--- src/rtl/fb_sram_ctrl_if.sv ---
// fb_sram_ctrl_if: CPU write channel and VGA pixel-fetch channel of the
// framebuffer SRAM controller.
//   master : CPU/VGA side (drives wr_valid/addr/data, rd_req/rd_addr)
//   slave  : controller side (drives wr_ready, rd_valid, rd_data)
interface fb_sram_ctrl_if #(
    parameter int AW = 17
);
    logic          wr_valid;
    logic          wr_ready;
    logic [AW-1:0] wr_addr;
    logic [7:0]    wr_data;
    logic          rd_req;
    logic [AW-1:0] rd_addr;
    logic          rd_valid;
    logic [7:0]    rd_data;

    modport master (
        output wr_valid, wr_addr, wr_data, rd_req, rd_addr,
        input  wr_ready, rd_valid, rd_data
    );

    modport slave (
        input  wr_valid, wr_addr, wr_data, rd_req, rd_addr,
        output wr_ready, rd_valid, rd_data
    );
endinterface

--- src/rtl/fb_sram_ctrl.sv ---
// fb_sram_ctrl: arbitrates the single port of an external 8-bit async SRAM
// between queued CPU byte writes and VGA pixel fetches. Fetches always win;
// writes drain from a small FIFO in the free cycles.
// Ports:
//   clk, reset      : clock, asynchronous active-high reset
//   bus (slave)     : write channel (valid/ready) and fetch channel (req/valid)
//   fifo_count      : current write FIFO occupancy
//   sram_a          : SRAM address
//   sram_dq_out/oe  : write data and drive enable for the top-level tristate
//   sram_dq_in      : data read back from the SRAM pins
//   sram_n_we/n_oe  : active-low write strobe / output enable (registered)
module fb_sram_ctrl #(
    parameter int DEPTH = 8,
    parameter int AW    = 17
) (
    input  logic                   clk,
    input  logic                   reset,
    fb_sram_ctrl_if.slave          bus,
    output logic [$clog2(DEPTH):0] fifo_count,
    output logic [AW-1:0]          sram_a,
    output logic [7:0]             sram_dq_out,
    output logic                   sram_dq_oe,
    input  logic [7:0]             sram_dq_in,
    output logic                   sram_n_we,
    output logic                   sram_n_oe
);
    localparam int             PW   = $clog2(DEPTH);
    localparam logic [PW:0]    FULL = (PW+1)'(DEPTH);

    typedef struct packed {
        logic [AW-1:0] addr;
        logic [7:0]    data;
    } wr_entry_t;

    typedef enum logic [1:0] {IDLE, READ, WRITE, WR_HOLD} state_t;

    state_t        state;
    wr_entry_t     mem [DEPTH];
    wr_entry_t     head;
    logic [PW-1:0] wptr, rptr;
    logic          rd_pend;
    logic [AW-1:0] rd_addr_q;
    logic [7:0]    wd_q;
    logic [7:0]    rd_data_q;
    logic          rd_valid_q;
    logic          push, pop, go_read;

    assign bus.wr_ready = (fifo_count != FULL);
    assign bus.rd_valid = rd_valid_q;
    assign bus.rd_data  = rd_data_q;
    assign sram_dq_out  = wd_q;

    assign head    = mem[rptr];
    assign push    = bus.wr_valid && bus.wr_ready;
    // A fetch seen in IDLE (latched or arriving this cycle) beats any write.
    assign go_read = (state == IDLE) && (rd_pend || bus.rd_req);
    assign pop     = (state == IDLE) && !go_read && (fifo_count != '0);

    // FIFO storage carries no reset; occupancy is tracked by the pointers.
    always_ff @(posedge clk) begin
        if (push)
            mem[wptr] <= '{addr: bus.wr_addr, data: bus.wr_data};
    end

    always_ff @(posedge clk or posedge reset) begin
        if (reset) begin
            wptr       <= '0;
            rptr       <= '0;
            fifo_count <= '0;
        end else begin
            if (push) wptr <= wptr + PW'(1);
            if (pop)  rptr <= rptr + PW'(1);
            case ({push, pop})
                2'b10:   fifo_count <= fifo_count + (PW+1)'(1);
                2'b01:   fifo_count <= fifo_count - (PW+1)'(1);
                default: fifo_count <= fifo_count;
            endcase
        end
    end

    // Fetch latch: holds a strobe that arrives while the port is busy.
    always_ff @(posedge clk or posedge reset) begin
        if (reset) begin
            rd_pend   <= 1'b0;
            rd_addr_q <= '0;
        end else begin
            if (go_read)         rd_pend <= 1'b0;
            else if (bus.rd_req) rd_pend <= 1'b1;
            if (bus.rd_req) rd_addr_q <= bus.rd_addr;
        end
    end

    // SRAM sequencer. Pin values are loaded on the transition into each
    // state so every control output comes straight from a flop.
    always_ff @(posedge clk or posedge reset) begin
        if (reset) begin
            state      <= IDLE;
            sram_a     <= '0;
            wd_q       <= '0;
            sram_dq_oe <= 1'b0;
            sram_n_we  <= 1'b1;
            sram_n_oe  <= 1'b0;
            rd_data_q  <= '0;
            rd_valid_q <= 1'b0;
        end else begin
            rd_valid_q <= 1'b0;
            case (state)
                IDLE: begin
                    if (go_read) begin
                        state      <= READ;
                        // a same-cycle strobe has not reached rd_addr_q yet
                        sram_a     <= bus.rd_req ? bus.rd_addr : rd_addr_q;
                        sram_n_oe  <= 1'b0;
                        sram_dq_oe <= 1'b0;
                    end else if (pop) begin
                        state      <= WRITE;
                        sram_a     <= head.addr;
                        wd_q       <= head.data;
                        sram_dq_oe <= 1'b1;
                        sram_n_oe  <= 1'b1;
                        sram_n_we  <= 1'b0;
                    end else begin
                        sram_a <= rd_addr_q;
                    end
                end
                READ: begin
                    rd_data_q  <= sram_dq_in;
                    rd_valid_q <= 1'b1;
                    sram_a     <= rd_addr_q;
                    state      <= IDLE;
                end
                WRITE: begin
                    // strobe rises while address/data stay put (hold time)
                    sram_n_we <= 1'b1;
                    state     <= WR_HOLD;
                end
                WR_HOLD: begin
                    sram_dq_oe <= 1'b0;
                    sram_n_oe  <= 1'b0;
                    sram_a     <= rd_addr_q;
                    state      <= IDLE;
                end
                default: state <= IDLE;
            endcase
        end
    end
endmodule

--- src/flat_wrapper.sv ---
// flat-port wrapper written by rule: the top's interface ports become plain ports
module fb_sram_ctrl_flat 
#(
    parameter int DEPTH = 8,
    parameter int AW    = 17
)
  (clk, reset, fifo_count, sram_a, sram_dq_out, sram_dq_oe, sram_dq_in, sram_n_we, sram_n_oe, bus_wr_valid, bus_wr_addr, bus_wr_data, bus_rd_req, bus_rd_addr, bus_wr_ready, bus_rd_valid, bus_rd_data);
  fb_sram_ctrl_if #(.AW(AW)) bus_i ();
  input  logic clk;
  input  logic reset;
  output logic [$clog2(DEPTH):0] fifo_count;
  output logic [AW-1:0] sram_a;
  output logic [7:0] sram_dq_out;
  output logic sram_dq_oe;
  input  logic [7:0] sram_dq_in;
  output logic sram_n_we;
  output logic sram_n_oe;
  input wire logic [$bits(bus_i.wr_valid)-1:0] bus_wr_valid;
  input wire logic [$bits(bus_i.wr_addr)-1:0] bus_wr_addr;
  input wire logic [$bits(bus_i.wr_data)-1:0] bus_wr_data;
  input wire logic [$bits(bus_i.rd_req)-1:0] bus_rd_req;
  input wire logic [$bits(bus_i.rd_addr)-1:0] bus_rd_addr;
  output wire logic [$bits(bus_i.wr_ready)-1:0] bus_wr_ready;
  output wire logic [$bits(bus_i.rd_valid)-1:0] bus_rd_valid;
  output wire logic [$bits(bus_i.rd_data)-1:0] bus_rd_data;
  assign bus_i.wr_valid = bus_wr_valid;
  assign bus_i.wr_addr = bus_wr_addr;
  assign bus_i.wr_data = bus_wr_data;
  assign bus_i.rd_req = bus_rd_req;
  assign bus_i.rd_addr = bus_rd_addr;
  assign bus_wr_ready = bus_i.wr_ready;
  assign bus_rd_valid = bus_i.rd_valid;
  assign bus_rd_data = bus_i.rd_data;
  fb_sram_ctrl #(.DEPTH(DEPTH), .AW(AW)) u_core (.clk(clk), .reset(reset), .bus(bus_i), .fifo_count(fifo_count), .sram_a(sram_a), .sram_dq_out(sram_dq_out), .sram_dq_oe(sram_dq_oe), .sram_dq_in(sram_dq_in), .sram_n_we(sram_n_we), .sram_n_oe(sram_n_oe));
endmodule
--- config.mk ---
export PLATFORM = sky130hd
export DESIGN_NAME = fb_sram_ctrl_flat
export DESIGN_NICKNAME = d
export VERILOG_FILES = /design/src/rtl/fb_sram_ctrl_if.sv /design/src/rtl/fb_sram_ctrl.sv /design/src/flat_wrapper.sv
export SDC_FILE = /design/constraint.sdc
export NUM_CORES = 1
export LEC_CHECK = 0
export ABC_AREA = 1
export CAP_MARGIN = 0
export CORE_MARGIN = 5
export CORE_UTILIZATION = 55
export DETAILED_ROUTE_END_ITERATION = 16
export PLACE_DENSITY_LB_ADDON = 0.05
export SKIP_LAST_GASP = 1
export SYNTH_ARGS = -nofsm -noshare
export SYNTH_HDL_FRONTEND = slang
export SYNTH_SLANG_ARGS = --single-unit
--- constraint.sdc ---
create_clock -name clk -period 5.35 [get_ports clk]
set_clock_uncertainty 0.2 [all_clocks]
set_input_delay 0.8025 -clock clk [delete_from_list [all_inputs] [get_ports clk]]
set_output_delay 0.8025 -clock clk [all_outputs]
set_load 0.01 [all_outputs]
## Word level (Yosys, flattened, before mapping)

Memories as Yosys holds them, arrays and structs flattened.
Index checks and enable logic that the tools add are counted.

| storage, ports and cells | value |
|---|---|
| memories | 1 |
| word-level logic and storage cells | 63 |
| register bits | 66 |
| RAM bits | 200 |
| input bits | 54 |

Memories:

| memory | depth | bits a word | read ports | clocked after Yosys merged registers in | write ports | line | text |
|---|---|---|---|---|---|---|---|
| u_core.mem | 8 | 25 | 1 | 0 | 1 | fb_sram_ctrl.sv:38 | `wr_entry_t mem [DEPTH];` |

| cells by class | value |
|---|---|
| add/sub/neg operators | 4 |
| bitwise gates (word level) | 1 |
| reduce and logical (&&, ||, !) cells | 17 |
| multiplexer cells | 19 |
| eq/ne operators | 9 |

Operators by type and width:

| cell | count |
|---|---|
| $mux W17 | 3 |
| $pmux W17 S2 | 1 |
| $reduce_bool A2 Y1 | 5 |
| $mux W1 | 9 |
| $pmux W4 S2 | 1 |
| $add A3 B1 Y3 const B | 2 |
| $eq A2 B2 Y1 const B | 3 |
| $pmux W2 S3 | 1 |
| $reduce_and A3 Y1 | 2 |
| $add A4 B1 Y4 const B | 1 |
| $eq A2 B1 Y1 const B | 2 |
| $logic_and A1 B1 Y1 | 4 |
| $mux W2 | 2 |
| $ne A4 B4 Y1 const B | 1 |
| $pmux W1 S2 | 2 |
| $reduce_bool A4 Y1 | 1 |
| $sub A4 B1 Y4 const B | 1 |
| $ne A3 B1 Y1 const B | 1 |
| $logic_not A2 Y1 | 1 |
| $ne A2 B1 Y1 const B | 1 |
| $ne A2 B2 Y1 const B | 1 |
| $reduce_and A2 Y1 | 1 |
| $reduce_or A2 Y1 | 1 |
| $logic_not A1 Y1 | 1 |
| 2 further kinds | 2 |

## Longest topological paths before layout

| depth | value |
|---|---|
| word-level depth | 8 |
| depth in mapped cells | 13 |

## Worst setup path before layout

Ideal clock, no wire load.

| timing | value |
|---|---|
| path type | input -> register |
| from | in bus_wr_valid |
| to | mem u_core.mem[0][0] (netlist bit), enable pin |
| path buffers | 0 |
| path slack | 2.438 ns |
| stages | 3 |
| arrival | 2.305 ns |
| setup time | 0.407 ns |
| path through | nand2_1 or2_2 nor2_1 |

| between the ends | value |
|---|---|
| cells in the longest elaborated chain, start to end | 3 |

Ends and longest elaborated chain:

| what | line | text |
|---|---|---|
| from (decl) | flat_wrapper.sv:18 | `input wire logic [$bits(bus_i.wr_valid)-1:0] bus_wr_valid;` |
| $logic_and A1 B1 Y1 | fb_sram_ctrl.sv:54 | `assign push = bus.wr_valid && bus.wr_ready;` |
| $mux W1 | fb_sram_ctrl.sv:61 | `if (push)` |
| $mux W1 (implied by the code) | fb_sram_ctrl.sv:62 | `mem[wptr] <= '{addr: bus.wr_addr, data: bus.wr_data};` |
| to (decl) | fb_sram_ctrl.sv:38 |  |

No other way between the ends.

## Worst setup path in the final report

| timing | value |
|---|---|
| from | reg u_core.rptr[0] |
| to | reg u_core.sram_a[1] |

| between the ends | value |
|---|---|
| cells in the longest elaborated chain, start to end | 4 |

Ends and longest elaborated chain:

| what | line | text |
|---|---|---|
| from (decl) | fb_sram_ctrl.sv:40 | `logic [PW-1:0] wptr, rptr;` |
| from (signal assigned) | fb_sram_ctrl.sv:72 | `if (pop) rptr <= rptr + PW'(1);` |
| $mem_v2 Z8 W25 | -- |  |
| $mux W17 | fb_sram_ctrl.sv:115 | `end else if (pop) begin` |
| $mux W17 | fb_sram_ctrl.sv:109 | `if (go_read) begin` |
| $pmux W17 S2 | fb_sram_ctrl.sv:107 | `case (state)` |
| to (signal assigned) | fb_sram_ctrl.sv:112 | `sram_a <= bus.rd_req ? bus.rd_addr : rd_addr_q;` |
| to (signal assigned) | fb_sram_ctrl.sv:117 | `sram_a <= head.addr;` |
| to (signal assigned) | fb_sram_ctrl.sv:123 | `sram_a <= rd_addr_q;` |
| to (decl) | fb_sram_ctrl.sv:20 | `output logic [AW-1:0] sram_a,` |

No other way between the ends.
A chain may end at the register's enable or synchronous reset.

==> impl_results.html <==
<table>
<tr><th>Metric</th><th>Value</th></tr>
<tr><th colspan="2">STA</th></tr>
<tr><td>Worst slew margin</td><td>0.235</td></tr>
<tr><td>Minimum period implied by the final worst setup slack</td><td>2.98 ns</td></tr>
<tr><td>Count of final max-slew check failures</td><td>0</td></tr>
<tr><td>Part of the cycle the worst path needs</td><td>0.557</td></tr>
<tr><td>Setup repair after global routing missed its margin</td><td>false</td></tr>
<tr><td>Summed negative setup slack over all endpoints</td><td>0 ns</td></tr>
<tr><td>Worst-margin pin slew</td><td>approximately 1.1 ns</td></tr>
<tr><td>Fmax</td><td>336 MHz</td></tr>
<tr><td>Setup violators final</td><td>0</td></tr>
<tr><td>Final hold viol count</td><td>0</td></tr>
<tr><th colspan="2">Setup path</th></tr>
<tr><td>Peak fanout along the critical path</td><td>52</td></tr>
<tr><td>Crit end category</td><td>register</td></tr>
<tr><td>Slowest stage cell on the critical path</td><td>sky130_fd_sc_hd__inv_2</td></tr>
<tr><td>Worst Path Class, Setup</td><td>reg2reg</td></tr>
<tr><td>Series of cell instances along the critical path</td><td>inv_2 -&gt; buf_4 -&gt; nand2_1 -&gt; nand3_1 -&gt; nand3_1 -&gt; nand3_1 -&gt; nand2_1 -&gt; nand2_1 -&gt; a21oi_1</td></tr>
<tr><td>CP startpoint kind</td><td>register</td></tr>
<tr><td>Worst path bufs/invs</td><td>2</td></tr>
<tr><td>Data arrival time of the worst path</td><td>3.20 ns</td></tr>
<tr><td>Cell family with most CP delay</td><td>buffers and inverters</td></tr>
<tr><td>Required time at the endpoint of the critical path</td><td>5.57 ns</td></tr>
<tr><td>Max incr delay on CP</td><td>0.75 ns</td></tr>
<tr><th colspan="2">Synth</th></tr>
<tr><td>Area share of the largest cell type after synthesis</td><td>0.524</td></tr>
<tr><td>Synthesized-area fraction occupied by ao, oa, aoi and oai cells</td><td>0.0552</td></tr>
<tr><td>Share of the synthesized netlist area taken by xor and xnor gates</td><td>0.00535</td></tr>
<tr><td>Flip-flop and latch count after synthesis</td><td>266</td></tr>
<tr><td>Cell type contributing the most total cell area after synthesis</td><td>sky130_fd_sc_hd__edfxtp_1</td></tr>
<tr><td>Synthesized-area fraction occupied by adder cells</td><td>0.0120</td></tr>
<tr><td>Synthesized net count</td><td>~1100</td></tr>
<tr><td>Top cells by area in the synthesized netlist</td><td>sky130_fd_sc_hd__edfxtp_1 52%, sky130_fd_sc_hd__dfrtp_1 14%, sky130_fd_sc_hd__nand2_1 8.7%, sky130_fd_sc_hd__nand3_1 4.9%, sky130_fd_sc_hd__inv_1 3.9%</td></tr>
<tr><td>Combinational family with the most area after synthesis</td><td>simple AND/OR/NAND/NOR gates</td></tr>
<tr><td>Yosys warnings</td><td>0</td></tr>
<tr><td>Synthesized area per cell</td><td>10.6 sq um</td></tr>
<tr><td>Synthesized cell area</td><td>11500 sq um</td></tr>
<tr><td>Sequential-to-total area share from yosys stat</td><td>0.669</td></tr>
<tr><td>Number of instances in the synthesized netlist</td><td>approximately 1100</td></tr>
<tr><td>Share of synthesized area spent on multiplexers</td><td>0.0167</td></tr>
<tr><td>Count of unique library cells instantiated by Yosys</td><td>31</td></tr>
<tr><td>Post-synthesis simple-gate area fraction</td><td>0.174</td></tr>
<tr><th colspan="2">Placement</th></tr>
<tr><td>Input/output buffers</td><td>95</td></tr>
<tr><td>Routability Congestion</td><td>0.770</td></tr>
<tr><td>Detailed Place HPWL</td><td>~15000 microns</td></tr>
<tr><th colspan="2">CTS</th></tr>
<tr><td>Number of sinks on the clock net</td><td>266</td></tr>
<tr><td>CTS Buf Count</td><td>28</td></tr>
<tr><td>Number of H-tree levels</td><td>1</td></tr>
<tr><td>Post-cts sizing count</td><td>0</td></tr>
<tr><td>Clock root cell</td><td>sky130_fd_sc_hd__clkbuf_16</td></tr>
<tr><td># Post-CTS Setup Buffers</td><td>0</td></tr>
<tr><td>Clk pin slew, worst setup/hold paths</td><td>0.06 ns</td></tr>
<tr><td>Clock network latency to the later pin of the worst-skew pair</td><td>0.54 ns</td></tr>
<tr><td>TritonCTS clock tree</td><td>done</td></tr>
<tr><td>Bufs on Longest Clock Path</td><td>3</td></tr>
<tr><td>Number of hold buffers added after cts</td><td>0</td></tr>
<tr><th colspan="2">Run status</th></tr>
<tr><td>Run status</td><td>finished, final reports clean</td></tr>
<tr><th colspan="2">Floorplanning</th></tr>
<tr><td>Die area</td><td>between 20000 and 25000 sq um</td></tr>
<tr><td>Placeable Area</td><td>between 20000 and 25000 sq um</td></tr>
<tr><td>Vertical extent of the die</td><td>154 microns</td></tr>
<tr><td>IO Count</td><td>between 90 and 100</td></tr>
<tr><td>Die width</td><td>154 microns</td></tr>
<tr><td>Number of core rows</td><td>52</td></tr>
<tr><td>Initial standard-cell utilization of the core</td><td>0.562</td></tr>
<tr><th colspan="2">Routing</th></tr>
<tr><td>Remaining design rule violation count</td><td>0</td></tr>
<tr><td>Via count of the routed design</td><td>7701</td></tr>
<tr><td>First-iteration detailed-routing DRC count</td><td>643</td></tr>
<tr><td>Number of detailed-route iterations in the first pass</td><td>5</td></tr>
<tr><td>Detailed-route wire length per cell</td><td>18.0 microns</td></tr>
<tr><td>Final wirelength</td><td>26200 microns</td></tr>
<tr><td>Remaining number of nets flagged by the antenna check after routing</td><td>0</td></tr>
<tr><td>Average vias per placed instance</td><td>5.30</td></tr>
<tr><th colspan="2">Flow run</th></tr>
<tr><td>Maximum capacitance violations</td><td>0</td></tr>
<tr><th colspan="2">GRT</th></tr>
<tr><td>Largest net degree at the start of global routing</td><td>70</td></tr>
<tr><td>Via count of the first global-routing pass</td><td>7410</td></tr>
<tr><td>First-pass GRT wire length</td><td>41000 microns</td></tr>
<tr><td>Global routing usage summed across all routing layers</td><td>0.218</td></tr>
<tr><td>Global route overflow</td><td>0</td></tr>
<tr><td>Number of antenna violations at the first check in global routing</td><td>0</td></tr>
<tr><th colspan="2">Pwr</th></tr>
<tr><td>Leakage power total</td><td>5.51 nW</td></tr>
<tr><td>VDD IR max</td><td>~0.34 mV</td></tr>
<tr><td>Power density over cell area</td><td>543 nW/um^2</td></tr>
<tr><th colspan="2">Min path</th></tr>
<tr><td>Type of the tightest min-delay check</td><td>reg2reg</td></tr>
<tr><th colspan="2">Finish</th></tr>
<tr><td>Post-layout util</td><td>0.659</td></tr>
<tr><td>Final Net Count</td><td>1226</td></tr>
<tr><td>Synthesis-to-finish area growth</td><td>17.2%</td></tr>
<tr><td># diodes</td><td>0</td></tr>
<tr><td>Layout cell share with drive strength beyond 1</td><td>0.0769</td></tr>
<tr><td>Final-layout fill cell count</td><td>1585</td></tr>
</table>
==> registers in the layout, indices dropped and copies added, names as in the netlist <==
| signal | count |
|---|---|
| u_core.bus.rd_valid | 1 |
| u_core.rd_addr_q | 17 |
| u_core.sram_a | 17 |
| u_core.sram_dq_out | 8 |
| u_core.rd_pend | 1 |
| u_core.bus.rd_data | 8 |
| u_core.state | 2 |
| u_core.sram_n_oe | 1 |
| u_core.mem | 200 |
| u_core.sram_n_we | 1 |
| u_core.fifo_count | 4 |
| u_core.rptr | 3 |
| u_core.wptr | 3 |
==> per-stage QoR <==
stage | cell area (sq um) | cells | power [mW] | hold WS (ns) | worst slack (ns)
2_1_floorplan | 11500 | 1076 | 4.64 | 0.273 | 2.44
3_3_place_gp | 12600 | 1401 | 5.51 | 0.253 | 2.16
3_5_place_dp | 12600 | 1401 | 5.56 | 0.260 | 2.14
4_1_cts | 13400 | 1453 | 7.34 | 0.274 | 2.33
6_report | 13400 | 1453 | 7.29 | 0.269 | 2.37
5_1_grt | 13400 | 1453 | 7.75 | 0.290 | 2.09
==> cells in the final DEF (no fill, tap or decap), types with 4 or more instances in the layout <==
master	synthesis	layout
sky130_fd_sc_hd__mux2_2	17	17
sky130_fd_sc_hd__nor2_2	2	10
sky130_fd_sc_hd__nor2_1	96	88
sky130_fd_sc_hd__nand2_1	267	267
sky130_fd_sc_hd__inv_1	119	118
sky130_fd_sc_hd__clkbuf_8	0	4
sky130_fd_sc_hd__xor2_1	6	6
sky130_fd_sc_hd__a21oi_1	52	52
sky130_fd_sc_hd__o221ai_1	14	14
sky130_fd_sc_hd__o21ai_0	41	41
sky130_fd_sc_hd__nand3_1	113	113
sky130_fd_sc_hd__clkbuf_16	0	28
sky130_fd_sc_hd__clkdlybuf4s50_1	0	95
sky130_fd_sc_hd__ha_1	11	11
sky130_fd_sc_hd__edfxtp_1	200	200
sky130_fd_sc_hd__buf_4	5	17
sky130_fd_sc_hd__dfrtp_1	65	64
sky130_fd_sc_hd__clkbuf_1	19	13
==> path summary, 6_finish.rpt <==
kind / start / endpoint / slack (ns) / cells past startpoint
setup / recovery: u_core.rptr[0] / u_core.sram_a[1] / 2.37 / 9
hold / removal: u_core.bus.rd_data[7] / u_core.bus.rd_data[7] / 0.27 / 2
setup reg to reg: u_core.rptr[0] / u_core.sram_a[1] / 2.37 / 9
hold reg to reg: u_core.bus.rd_data[7] / u_core.bus.rd_data[7] / 0.27 / 2
max in group asynchronous: reset / u_core.rptr[0] / 3.45 / 3
min in group asynchronous: reset / u_core.sram_dq_out[1] / 0.54 / 2
==> worst register-to-register path, cell delays in order (launching register included) <==
cell and delay, ns:
sky130_fd_sc_hd__dfrtp_2 0.63, sky130_fd_sc_hd__inv_2 0.75, sky130_fd_sc_hd__buf_4 0.61, sky130_fd_sc_hd__nand2_1 0.11, sky130_fd_sc_hd__nand3_1 0.10, sky130_fd_sc_hd__nand3_1 0.09
sky130_fd_sc_hd__nand3_1 0.18, sky130_fd_sc_hd__nand2_1 0.07, sky130_fd_sc_hd__nand2_1 0.06, sky130_fd_sc_hd__a21oi_1 0.06
==> Yosys cell counts (all sizes together) <==
cell type  count
xor2           6
a21oi         52
nand4          1
o211ai         2
inv          121
clkbuf        19
nand3        114
edfxtp       200
o22ai          2
buf           38
xnor2          1
mux2          17
nor2          99
nand2        268
o221ai        14
or2            2
dfstp          1
ha            11
dfrtp         65
clkinv         1
o21ai         41
o41ai          1
==> metal layers <==
layer	vias to the layer above	track usage	share of wire
met5	-	0	0
met4	0	0.0500	0.019
met2	273	0.364	0.48
met3	38	0.0360	0.068
met1	3647	0.305	0.43
li1	3743	-	-
==> where the power goes <==
group          leakage, nW  internal, mW  switching [mW]
clock network        0.415          1.03           0.747
logic                 2.50         0.952            1.69
registers             2.59          2.66           0.214
total                 5.51          4.64            2.65
==> kinds of logic (layout without fill, tap and decap cells) <==
group                      Yosys count  count (layout)
and+or+nand+nor                    484             484
xor gates and xnor gates             7               7
DFF                                266             266
adders and majority gates           11              11
AOI/OAI and AO/OA                  112             112
buffers and inverters              179             286
muxes                               17              17
==> layout make-up <==
class | instances | area (sq um) | share of cell area
flip-flops and latches | 266 | 7660 | 0.571
multi-input cells | 631 | 3040 | 0.226
repair buffers | 112 | 1080 | 0.0803
clock buffers | 45 | 805 | 0.0599
inverters | 122 | 458 | 0.0341
well taps | 270 | 338 | 0.0252
clock inverters | 7 | 47.5 | 0.00354
No activity file was read; power rests on OpenSTA's default activity.
